File: src/rtl/ctrl_wei.sv
// Weight-fetch controller: primes the distributor flag pipeline, issues one fetch per block,
// waits for ready (with timeout), then hands each block to one PEC by round-robin.
module ctrl_wei #(
    parameter int PEC_NUM     = 16,
    parameter int BLK_WIDTH   = 12,
    parameter int TO_WIDTH    = 8,
    parameter int TIMEOUT_CYC = 200
) (
    input  logic                 clk,
    input  logic                 rst,
    input  logic                 CFG_Start,
    input  logic [BLK_WIDTH-1:0] CFG_NumBlk,
    output logic                 CTRLWEI_PlsFetch,
    input  logic                 DISWEI_RdyWei,
    input  logic [PEC_NUM-1:0]   PEC_ReqWei,
    output logic [PEC_NUM-1:0]   PEC_GntWei,
    output logic [BLK_WIDTH-1:0] CTRLWEI_BlkIdx,
    output logic                 CTRLWEI_Busy,
    output logic                 CTRLWEI_Done,
    output logic                 CTRLWEI_ErrTo
);

    localparam int PTR_W = (PEC_NUM > 1) ? $clog2(PEC_NUM) : 1;

    typedef enum logic [2:0] {S_IDLE, S_PRIME, S_FETCH, S_WAIT, S_GRANT, S_DONE} state_t;

    state_t               state_q;
    logic [1:0]           cnt_q;
    logic [TO_WIDTH-1:0]  to_q;
    logic [BLK_WIDTH-1:0] num_q;
    logic [BLK_WIDTH-1:0] blk_q;
    logic [PTR_W-1:0]     rr_q;
    logic                 pls_q;
    logic                 busy_q;
    logic                 done_q;
    logic                 err_q;

    logic                 win_vld;
    logic [PTR_W-1:0]     win_idx;

    // Search starts one past the last-granted PEC and wraps.
    always_comb begin
        int k;
        win_vld = 1'b0;
        win_idx = '0;
        for (int i = 1; i <= PEC_NUM; i++) begin
            k = int'(rr_q) + i;
            if (k >= PEC_NUM) k = k - PEC_NUM;
            if (!win_vld && PEC_ReqWei[PTR_W'(k)]) begin
                win_vld = 1'b1;
                win_idx = PTR_W'(k);
            end
        end
    end

    always_comb begin
        PEC_GntWei = '0;
        if (state_q == S_GRANT && win_vld) PEC_GntWei[win_idx] = 1'b1;
    end

    always_ff @(posedge clk) begin
        if (rst) begin
            state_q <= S_IDLE;
            cnt_q   <= '0;
            to_q    <= '0;
            num_q   <= '0;
            blk_q   <= '0;
            rr_q    <= PTR_W'(PEC_NUM - 1);
            pls_q   <= 1'b0;
            busy_q  <= 1'b0;
            done_q  <= 1'b0;
            err_q   <= 1'b0;
        end else begin
            pls_q  <= 1'b0;
            done_q <= 1'b0;
            case (state_q)
                S_IDLE: begin
                    if (CFG_Start) begin
                        blk_q  <= '0;
                        err_q  <= 1'b0;
                        busy_q <= 1'b1;
                        if (CFG_NumBlk != '0) begin
                            num_q   <= CFG_NumBlk;
                            cnt_q   <= '0;
                            pls_q   <= 1'b1;
                            state_q <= S_PRIME;
                        end else begin
                            done_q  <= 1'b1;
                            state_q <= S_DONE;
                        end
                    end
                end
                // Pulse on counts 0 and 2; the count-3 exit carries the first FETCH pulse.
                S_PRIME: begin
                    cnt_q <= cnt_q + 2'd1;
                    if (cnt_q == 2'd1) pls_q <= 1'b1;
                    if (cnt_q == 2'd3) begin
                        pls_q   <= 1'b1;
                        state_q <= S_FETCH;
                    end
                end
                S_FETCH: begin
                    to_q    <= '0;
                    state_q <= S_WAIT;
                end
                S_WAIT: begin
                    if (to_q != '1) to_q <= to_q + 1'b1;
                    if (to_q != '0 && DISWEI_RdyWei) begin
                        state_q <= S_GRANT;
                    end else if (to_q == TO_WIDTH'(TIMEOUT_CYC - 1)) begin
                        err_q   <= 1'b1;
                        state_q <= S_GRANT;
                    end
                end
                S_GRANT: begin
                    if (win_vld) begin
                        rr_q <= win_idx;
                        if (blk_q == num_q - BLK_WIDTH'(1)) begin
                            done_q  <= 1'b1;
                            state_q <= S_DONE;
                        end else begin
                            blk_q   <= blk_q + BLK_WIDTH'(1);
                            pls_q   <= 1'b1;
                            state_q <= S_FETCH;
                        end
                    end
                end
                S_DONE: begin
                    busy_q  <= 1'b0;
                    state_q <= S_IDLE;
                end
                default: state_q <= S_IDLE;
            endcase
        end
    end

    assign CTRLWEI_PlsFetch = pls_q;
    assign CTRLWEI_BlkIdx   = blk_q;
    assign CTRLWEI_Busy     = busy_q;
    assign CTRLWEI_Done     = done_q;
    assign CTRLWEI_ErrTo    = err_q;

endmodule

File: config.mk
export PLATFORM = sky130hd
export DESIGN_NAME = ctrl_wei
export DESIGN_NICKNAME = d
export VERILOG_FILES = /design/src/rtl/ctrl_wei.sv
export SDC_FILE = /design/constraint.sdc
export NUM_CORES = 1
export LEC_CHECK = 0
export CAP_MARGIN = 30
export CORE_MARGIN = 3
export CORE_UTILIZATION = 57
export DETAILED_ROUTE_END_ITERATION = 16
export HOLD_SLACK_MARGIN = 0.03
export PLACE_DENSITY = 0.81
export SETUP_SLACK_MARGIN = 0.3
export SYNTH_ARGS = -nofsm -noshare
export SYNTH_HDL_FRONTEND = slang
export SYNTH_SLANG_ARGS = --single-unit
File: constraint.sdc
create_clock -name clk -period 6.4 [get_ports clk]
set_input_delay 1.6 -clock clk [delete_from_list [all_inputs] [get_ports clk]]
set_output_delay 1.6 -clock clk [all_outputs]
set_load 0.02 [all_outputs]
==> flow_metrics.py, run 1 <==
metrics = {
    "run_status": {
        "status": "finished with violations",
        "violations": "negative setup slack",
    },
    "timing": {
        "final_hold_viol_count": 0,
        "tightest_slew_ns": 1.03,
        "rsz0062_at_grt": "true",
        "finalCriticalPeriod_ns": 6.81,
        "fin_skew_ns": 0.00893,
        "max_freq_mhz": 147,
        "min_period_over_period_pct": 106,
        "final.setup.tns_ns": -3.80,
        "relSlewSlack_pct": 31.2,
        "finalSetupViolations": 16,
        "finalMaxSlewViolations": 0,
        "layout_setup_ws_ns": -0.406,
    },
    "floorplan": {
        "rows": 33,
        "io_pins": 64,
        "core_area_um2": 8420,
        "die-area_um2": 10000,
        "initial_core_util_pct": 60.0,
        "die_x_um": 100,
        "die_height_um": 100,
    },
    "clocking": {
        "numCtsBuffers": 5,
        "cts_root_buffer": "clkbuf_8",
        "cts_buffer_depth": 2,
        "clk_pin_slew_worst_paths_ns": 0.09,
        "h-tree-depth": 2,
        "cts_tree": "yes",
        "insertion_delay_ns": 0.30,
        "cts.sinks": 45,
        "hold_buffers": 0,
    },
    "worst_hold_path": {
        "hp-class": "register to register",
    },
    "placed_design": {
        "post-place-ws_ns": -0.942,
        "portBuffers": 63,
        "hpwl_mm": 13.6,
        "gp_congestion": 1.12,
        "placed_cells": 867,
    },
    "pwr": {
        "p_per_area_nw_per_um2": 101,
        "irDropWorstVdd_v": 0.000110,
        "p_total_mw": 0.773,
        "leakage_nw": 3.42,
    },
    "global_route": {
        "grt_first_pass_wirelength_mm": 31.9,
        "antenna_found_initial": 0,
        "grtUsageTotal_pct": 39.6,
        "grt-ovfl-total": 0,
        "grt_max_degree": 29,
        "grt_pass1_vias": 6208,
    },
    "routing": {
        "totalWireLength_mm": 21.8,
        "routedWlPerCell_um": 23.4,
        "vias_per_cell": 6.95,
        "drc_errors": 0,
        "drtIter0Drc": 814,
        "ant_nets": 0,
        "dr.pass1.iters": 8,
        "num_vias": 6451,
    },
    "setup_path": {
        "path_class": "input port to output pin",
        "cp_num_buf_inv": 10,
        "r2r_slack_ns": 1.64,
        "crit_chain": "buf_6 > buf_4 > mux4_2 > mux2i_4 > buf_4 > buf_4 > buf_4 > buf_4 > buf_4 > mux2_2 > nand3_1 > buf_4 > o221ai_1 > a221oi_4 > a211oi_2 > nand3_2 > buf_6 > nor3_4 > buf_6",
        "worstSetupStartpointType": "input port",
        "path_common_cell": "buf_4",
        "slowest_delay_ns": 0.57,
        "cp.arrival_ns": 5.21,
        "path_max_fanout": 4,
        "crit_required_ns": 4.80,
        "critPathTopFamily": "buffers and inverters",
        "worstSetupEndpointType": "output pin",
        "crit_slowest_cell": "mux4_2",
    },
    "logic_synthesis": {
        "synth_edf_count": 0,
        "synth_fp_nets": 653,
        "synth-seq-area-share_pct": 17.8,
        "synth_flop_cell": "dfxtp_1",
        "synthTopCellsByArea": "dfxtp_1 18%, mux4_2 9.8%, mux2i_1 9.3%",
        "synth.top_cell.area_share_pct": 17.8,
        "yosys.area.top_type": "dfxtp_1",
        "synth_cells": 607,
        "synth.avg_cell_area_um2": 8.33,
        "synth_area_um2": 5050,
        "synthArstFlopShare_pct": 0,
        "ys_warn_count": 0,
        "yosysUniqueCellTypes": 76,
        "ys_seq_elements": 45,
    },
    "final_layout": {
        "post-route-util_pct": 90.8,
        "diodes": 0,
        "finalNetCount": 868,
        "syn2layout_area_growth_pct": 51.3,
        "fin_cells": 928,
        "post_route_cells_drive_above_1_share_pct": 37.7,
        "fillCellCount": 356,
    },
    "job": {
        "cap_violations": 0,
    },
}
## area by class of cell
cell class / instances / area (um^2) / area share, %
multi-input cells: 511 / 4330 / 56.6
repair buffers: 236 / 2120 / 27.7
flip-flops and latches: 45 / 901 / 11.8
well taps: 105 / 131 / 1.72
inverters: 23 / 86.3 / 1.13
clock buffers: 7 / 76.3 / 0.998
clock inverters: 1 / 7.51 / 0.0982
## metal layers
layer	global-route usage [%]	vias to the layer above	routed length (um)
li1	-	2739	-
met1	50.5	2943	7550
met2	64.9	582	10200
met3	9.52	187	2550
met4	15.0	0	1470
met5	0	-	0
## worst min-delay path: stages, from the launching register on
cell and delay (ns):
dfxtp_1 0.35, nand2_1 0.07, mux2i_1 0.06
## cells by family (layout without fill, tap and decap cells)
family	after synthesis	count (layout)	synth area share, %
AOI/OAI and AO/OA	131	131	18.3
xor gates and xnor gates	39	39	6.76
adders and majority gates	14	14	3.47
buffers and inverters	51	267	4.85
DFF	45	45	17.8
muxes	90	90	24.2
and+or+nand+nor	237	237	24.6
## path summary, 6_finish.rpt
kind	from	to	cells past startpoint
worst max register to register	rr_q[2]$_SDFFE_PP1P_	CTRLWEI_BlkIdx[10]$_SDFFE_PP0P_	16
worst min-delay path	CTRLWEI_BlkIdx[11]$_SDFFE_PP0P_	CTRLWEI_BlkIdx[11]$_SDFFE_PP0P_	2
worst min register to register	CTRLWEI_BlkIdx[11]$_SDFFE_PP0P_	CTRLWEI_BlkIdx[11]$_SDFFE_PP0P_	2
worst max-delay path	PEC_ReqWei[0]	PEC_GntWei[1]	19
## registers in the layout, indices dropped and copies added (netlist names)
signal            flops
CTRLWEI_BlkIdx       12
num_q                12
to_q                  8
rr_q                  4
state_q               3
cnt_q                 2
CTRLWEI_Busy          1
CTRLWEI_Done          1
CTRLWEI_ErrTo         1
CTRLWEI_PlsFetch      1
## power by group
part	switching [mW]	internal (mW)	leakage (nW)
logic	0.150	0.148	3.01
clock network	0.100	0.0775	0.0385
registers	0.0105	0.288	0.366
## cells in the final DEF, fill, tap and decap left out, types with 6 or more instances in the layout
| cell type | Yosys | final |
|---|---|---|
| nor3_1 | 27 | 10 |
| ha_1 | 14 | 14 |
| dfxtp_1 | 45 | 45 |
| nand4_1 | 11 | 11 |
| a31oi_1 | 7 | 7 |
| nand2_1 | 53 | 52 |
| nor3_4 | 1 | 21 |
| mux2_4 | 1 | 9 |
| nand3b_1 | 6 | 6 |
| inv_1 | 20 | 20 |
| and3_1 | 11 | 10 |
| mux2_2 | 19 | 11 |
| o221ai_1 | 6 | 6 |
| and2_1 | 9 | 8 |
| buf_6 | 4 | 45 |
| o21ai_0 | 21 | 20 |
| nor2_1 | 55 | 55 |
| a21oi_1 | 25 | 23 |
| nor4_1 | 7 | 6 |
| xor2_1 | 18 | 18 |
| nand3_1 | 22 | 20 |
| buf_4 | 2 | 146 |
| o211ai_1 | 7 | 7 |
| mux2i_1 | 47 | 44 |
| mux4_2 | 22 | 23 |
| clkdlybuf4s50_1 | 0 | 31 |
| nand2b_1 | 10 | 10 |
| xnor2_1 | 21 | 21 |
## timing repair
action                     in CTS  in global routing
gates cloned                    1                  0
buffers inserted               41                 11
pin swaps                      20                 20
setup endpoints to repair      16                 16
gates resized for setup       207                 26
## Yosys cell counts (6+ instances only)
library cell  number
inv_1             20
mux4_2            22
o211ai_1           7
nand3_1           22
nor3_1            27
a21oi_1           25
and3_1            11
nand4_1           11
nand2_1           53
nand2b_1          10
xnor2_1           21
clkbuf_1          16
a31oi_1            7
and2_1             9
mux2_2            19
xor2_1            18
nor4_1             7
nand3b_1           6
ha_1              14
mux2i_1           47
o21ai_0           21
dfxtp_1           45
o221ai_1           6
nor2_1            55
## through the flow
step,area (um^2),hold WS [ns]
3_3_place_gp,6850,0.496
3_5_place_dp,6850,0.511
2_1_floorplan,5330,0.481
6_report,7650,0.528
5_1_grt,7650,0.568
4_1_cts,7430,0.528
No activity file was read; power rests on OpenSTA's default activity.
==> run 2: changes to the inputs <==
Settings changed: CORE_UTILIZATION 57 to 40, PLACE_DENSITY 0.81 to 0.72.
==> run 2 against run 1 <==
Compared with the run above: the flow still finishes with violations (negative setup slack); via count down 11%; critical path depth shrank 4; final cell count rose by 4.8%; utilization shrank 29 points; count of clock-buffer cells in the layout decreased by 1; power up 8.2%; design area decreased by 1.9%; flip-flop and latch count unchanged; clock power grew 52%; first-iteration DRC count shrank 31%.
==> flow_metrics.py, run 2 (synthesis results as in run 1) <==
metrics = {
    "run_status": {
        "status": "finished with violations",
        "violations": "negative setup slack",
    },
    "setup_path": {
        "cp.arrival_ns": 4.97,
        "crit_chain": "buf_6 > mux4_2 > buf_6 > mux2_4 > mux2_4 > or4b_4 > nor3_4 > buf_4 > o2bb2ai_1 > a32oi_2 > buf_4 > o21a_4 > clkbuf_16 > nor3_4 > buf_6",
        "path_class": "input port to output pin",
        "r2r_slack_ns": 1.91,
        "worstSetupStartpointType": "input port",
        "crit_slowest_cell": "or4b_4",
        "slowest_delay_ns": 0.59,
        "path_common_cell": "buf_6",
        "reg2regPathDepth": 17,
        "r2r_end": "CTRLWEI_BlkIdx[0]$_SDFFE_PP0P_",
        "crit_required_ns": 4.80,
        "path_max_fanout": 5,
        "r2r-start": "rr_q[0]$_SDFFE_PP1P_",
        "worstSetupEndpointType": "output pin",
    },
    "timing": {
        "layout_setup_ws_ns": -0.171,
        "finalCriticalPeriod_ns": 6.57,
        "finalSetupViolations": 16,
        "final_hold_viol_count": 0,
        "finalMaxSlewViolations": 0,
        "whs_ns": 0.523,
        "tightest_slew_ns": 0.997,
        "relSlewSlack_pct": 33.5,
        "max_freq_mhz": 152,
        "rsz0062_at_grt": "true",
        "fin_skew_ns": 0.00797,
        "min_period_over_period_pct": 103,
    },
    "routing": {
        "totalWireLength_mm": 17.7,
        "drtIter0Drc": 563,
        "ant_nets": 0,
        "drc_errors": 0,
        "num_vias": 5769,
        "dr.pass1.iters": 6,
        "vias_per_cell": 5.93,
        "routedWlPerCell_um": 18.1,
    },
    "global_route": {
        "antenna_found_initial": 0,
        "grt_pass1_vias": 5658,
        "grtUsageTotal_pct": 24.6,
        "grt_max_degree": 29,
        "grt_first_pass_wirelength_mm": 28.8,
        "grt-ovfl-total": 0,
    },
    "floorplan": {
        "die_height_um": 118,
        "core_area_um2": 12200,
        "io_pins": 64,
        "die_x_um": 118,
        "die-area_um2": 14000,
        "initial_core_util_pct": 41.6,
        "rows": 40,
    },
    "final_layout": {
        "syn2layout_area_growth_pct": 48.5,
        "diodes": 0,
        "post-route-util_pct": 61.7,
        "layout_common_cells": "139 x buf_4, 55 x nor2_1, 53 x nand2_1",
        "finalNetCount": 850,
        "post_route_cells_drive_above_1_share_pct": 35.8,
        "layout_commonest_cell": "buf_4",
    },
    "clocking": {
        "h-tree-depth": 2,
        "insertion_delay_ns": 0.28,
        "cts_buffer_depth": 2,
        "clk_pin_slew_worst_paths_ns": 0.07,
        "cts.sinks": 45,
        "numCtsBuffers": 5,
        "cts_root_buffer": "clkbuf_16",
        "cts_tree": "yes",
    },
    "worst_hold_path": {
        "min_to": "CTRLWEI_ErrTo$_SDFFE_PP0P_",
        "hp-class": "register to register",
        "hp-start": "CTRLWEI_ErrTo$_SDFFE_PP0P_",
        "hold_depth": 2,
    },
    "placed_design": {
        "hpwl_mm": 13.8,
        "gp_congestion": 1.04,
        "portBuffers": 63,
        "post-place-ws_ns": -0.972,
    },
    "job": {
        "cap_violations": 0,
    },
    "pwr": {
        "leakage_nw": 3.30,
        "irDropWorstVdd_v": 0.000128,
        "p_per_area_nw_per_um2": 111,
        "p_total_mw": 0.836,
    },
}
==> run 2: cell types whose count changed in the layout (fill, tap and decap cells not counted), moves of 2 or more <==
cell	delta
buf_8	-3
clkbuf_16	+6
clkbuf_8	-4
buf_2	+3
buf_6	-16
buf_4	-7
clkdlybuf4s15_2	+4
clkbuf_1	-2
a21oi_1	+2
a21oi_2	-2
==> run 2: routing by layer <==
layer | up-vias | wire [um] | GRT usage, %
met4 | 0 | 444 | 6.66
met1 | 2773 | 7390 | 32.3
met2 | 257 | 8610 | 42.1
met3 | 42 | 1210 | 3.59
li1 | 2697 | - | -
met5 | - | 0 | 0
==> run 2: what timing repair did <==
item	CTS	global route
pin swaps	22	10
buffers inserted	17	7
hold buffers	0	0
endpoints found under the setup margin	16	16
cloned	1	1
resized for setup	182	8
==> run 2: layout make-up <==
cell class	instances	area (um^2)
clock buffer	6	139
clock inverter	2	16.3
fill	1012	4660
inverter	23	86.3
multi-input combinational	512	4270
sequential	45	901
tap	168	210
timing repair buffer	217	1890
==> run 2: critical path, delay by kind of cell <==
| family | cells | cell delay [ns] |
|---|---|---|
| multiplexers | 3 | 1.09 |
| AND/OR/NAND/NOR | 3 | 1.06 |
| buffers and inverters | 6 | 0.88 |
| AO/OA/AOI/OAI | 3 | 0.34 |
==> run 2: report_power, final <==
group | internal (mW) | switching (mW)
registers | 0.288 | 0.0102
logic | 0.136 | 0.133
clock network | 0.157 | 0.113
total | 0.581 | 0.255
==> run 2: through the flow <==
stage	setup TNS (ns)	cells	instance area [um^2]
finish	-2.19	973	7500
global route	-3.15	973	7500
CTS	-0.422	965	7400
detailed placement	-14.81	939	7010
global placement	-13.57	939	7010
floorplan	0	607	5330
==> run 2: worst max-delay path by stage <==
stage	start	to	slack (ns)	cells after the start
floorplan	PEC_ReqWei[6]	PEC_GntWei[1]	0.18	9
global placement	PEC_ReqWei[7]	PEC_GntWei[2]	-0.88	14
detailed placement	PEC_ReqWei[7]	PEC_GntWei[0]	-0.97	14
CTS	PEC_ReqWei[6]	PEC_GntWei[13]	-0.09	13
global route	PEC_ReqWei[6]	PEC_GntWei[1]	-0.24	15
finish	PEC_ReqWei[6]	PEC_GntWei[13]	-0.17	15
==> run 3: changes to the inputs <==
Settings changed: PLACE_DENSITY 0.72 to default.
==> run 3 against run 2 <==
Compared with the run above: the run now ends clean; flip-flop and latch count unchanged; power increased by 3.8%; die area did not move; fmax increased by 3.4%; wire length fell by 1.1%; global-route usage about the same; setup slack gained 0.22 ns; critical endpoint is now PEC_GntWei[12]; largest cell class unchanged; largest power group is now the clock network.
==> flow_metrics.py, run 3 (synthesis results as in run 1) <==
metrics = {
    "floorplan": {
        "die_height_um": 118,
        "die_x_um": 118,
        "initial_core_util_pct": 41.6,
        "rows": 40,
        "die-area_um2": 14000,
        "core_area_um2": 12200,
        "io_pins": 64,
    },
    "routing": {
        "dr.pass1.iters": 5,
        "totalWireLength_mm": 17.5,
        "routedWlPerCell_um": 17.9,
        "vias_per_cell": 5.69,
        "drtIter0Drc": 405,
        "ant_nets": 0,
        "drc_errors": 0,
        "num_vias": 5550,
    },
    "placed_design": {
        "gp_congestion": 0.994,
        "portBuffers": 63,
        "post-place-ws_ns": -0.942,
        "hpwl_mm": 13.7,
    },
    "clocking": {
        "cts.sinks": 45,
        "h-tree-depth": 2,
        "cts_root_buffer": "clkbuf_16",
        "insertion_delay_ns": 0.29,
        "numCtsBuffers": 5,
        "cts_buffer_depth": 2,
        "clk_pin_slew_worst_paths_ns": 0.06,
        "cts_tree": "yes",
    },
    "timing": {
        "relSlewSlack_pct": 33.8,
        "min_period_over_period_pct": 99.3,
        "rsz0062_at_grt": "true",
        "final_hold_viol_count": 0,
        "finalMaxSlewViolations": 0,
        "finalSetupViolations": 0,
        "fin_skew_ns": 0.00357,
        "max_freq_mhz": 157,
        "tightest_slew_ns": 0.993,
        "layout_setup_ws_ns": 0.0447,
        "finalCriticalPeriod_ns": 6.36,
    },
    "run_status": {
        "status": "finished clean",
    },
    "final_layout": {
        "finalNetCount": 852,
        "post-route-util_pct": 62.0,
        "layout_common_cells": "144 x buf_4, 55 x nor2_1, 53 x nand2_1",
        "syn2layout_area_growth_pct": 49.2,
        "fillCellCount": 1104,
        "post_route_cells_drive_above_1_share_pct": 36.1,
        "layout_commonest_cell": "buf_4",
        "diodes": 0,
    },
    "setup_path": {
        "reg2regPathDepth": 14,
        "worstSetupStartpointType": "input port",
        "path_class": "input port to output pin",
        "crit_required_ns": 4.80,
        "cp.arrival_ns": 4.76,
        "path_max_fanout": 9,
        "worstSetupEndpointType": "output pin",
    },
    "worst_hold_path": {
        "hp-class": "register to register",
        "hold_depth": 2,
    },
    "pwr": {
        "p_per_area_nw_per_um2": 115,
        "leakage_nw": 3.31,
        "irDropWorstVdd_v": 0.000114,
    },
    "global_route": {
        "antenna_found_initial": 0,
        "grt_first_pass_wirelength_mm": 28.3,
        "grt_pass1_vias": 5496,
        "grtUsageTotal_pct": 24.5,
        "grt-ovfl-total": 0,
        "grt_max_degree": 29,
    },
    "job": {
        "cap_violations": 0,
    },
}
[run 3: cell count changes in the layout (fill, tap and decap cells not counted), sizes merged]
cell | before | now
buf | 180 | 188
clkdlybuf4s15 | 4 | 0
bufinv | 0 | 1
clkbuf | 8 | 7
clkinvlp | 1 | 0
inv | 23 | 22
[run 3: path summary, 6_finish.rpt]
check	from	endpoint	slack [ns]
worst min register to register	CTRLWEI_BlkIdx[11]$_SDFFE_PP0P_	CTRLWEI_BlkIdx[11]$_SDFFE_PP0P_	0.53
worst max register to register	rr_q[0]$_SDFFE_PP1P_	CTRLWEI_BlkIdx[0]$_SDFFE_PP0P_	2.10
worst min-delay path	CTRLWEI_BlkIdx[11]$_SDFFE_PP0P_	CTRLWEI_BlkIdx[11]$_SDFFE_PP0P_	0.53
worst max-delay path	PEC_ReqWei[11]	PEC_GntWei[12]	0.04
[run 3: power by group]
| group | switching [mW] | total [mW] | internal (mW) |
|---|---|---|---|
| Sequential | 0.00987 | 0.298 | 0.288 |
| Combinational | 0.131 | 0.268 | 0.137 |
| Clock | 0.107 | 0.302 | 0.195 |
[run 3: through the flow]
step | hold WS [ns] | power [mW] | cell area, um^2 | setup TNS [ns] | cells
final | 0.525 | 0.868 | 7540 | 0 | 975
after CTS | 0.529 | 0.867 | 7480 | 0 | 973
after floorplan | 0.481 | 0.442 | 5330 | 0 | 607
after global placement | 0.495 | 0.540 | 6990 | -13.46 | 938
after global routing | 0.570 | 0.906 | 7540 | -0.337 | 975
after detailed placement | 0.509 | 0.545 | 6990 | -14.35 | 938
[run 3: layout make-up]
type	count	area [um^2]	share of cell area, %
clock buffer	7	143	1.89
clock inverter	1	30.0	0.398
inverter	23	86.3	1.15
multi-input combinational	512	4280	56.8
sequential	45	901	12.0
tap	168	210	2.79
timing repair buffer	219	1890	25.0
[run 3: routing by layer]
metal / vias up / wire [um] / part of all wire, % / GRT usage (%)
met4: 0 / 312 / 1.8 / 5.29
met3: 25 / 930 / 5.3 / 3.16
li1: 2704 / - / - / -
met5: - / 0 / 0 / 0
met2: 163 / 8130 / 47 / 40.9
met1: 2658 / 8070 / 46 / 34.1
[run 3: worst max-delay path, cell delays in order]
cell and delay (ns):
buf_2 0.13, mux4_2 0.50, mux2_4 0.29, mux2_4 0.29
or4b_4 0.60, nor4_4 0.28, buf_4 0.17, a32oi_1 0.10
buf_4 0.17, o21a_1 0.13, buf_12 0.16, nor3_4 0.19
buf_6 0.14
[run 3: timing repair]
action	4_1_cts	5_1_grt
pin swaps	29	11
endpoints found under the setup margin	16	16
endpoints found under the hold margin	0	0
hold buffers	0	0
setup buffers	26	2
gates resized for setup	200	10
gates cloned	1	0
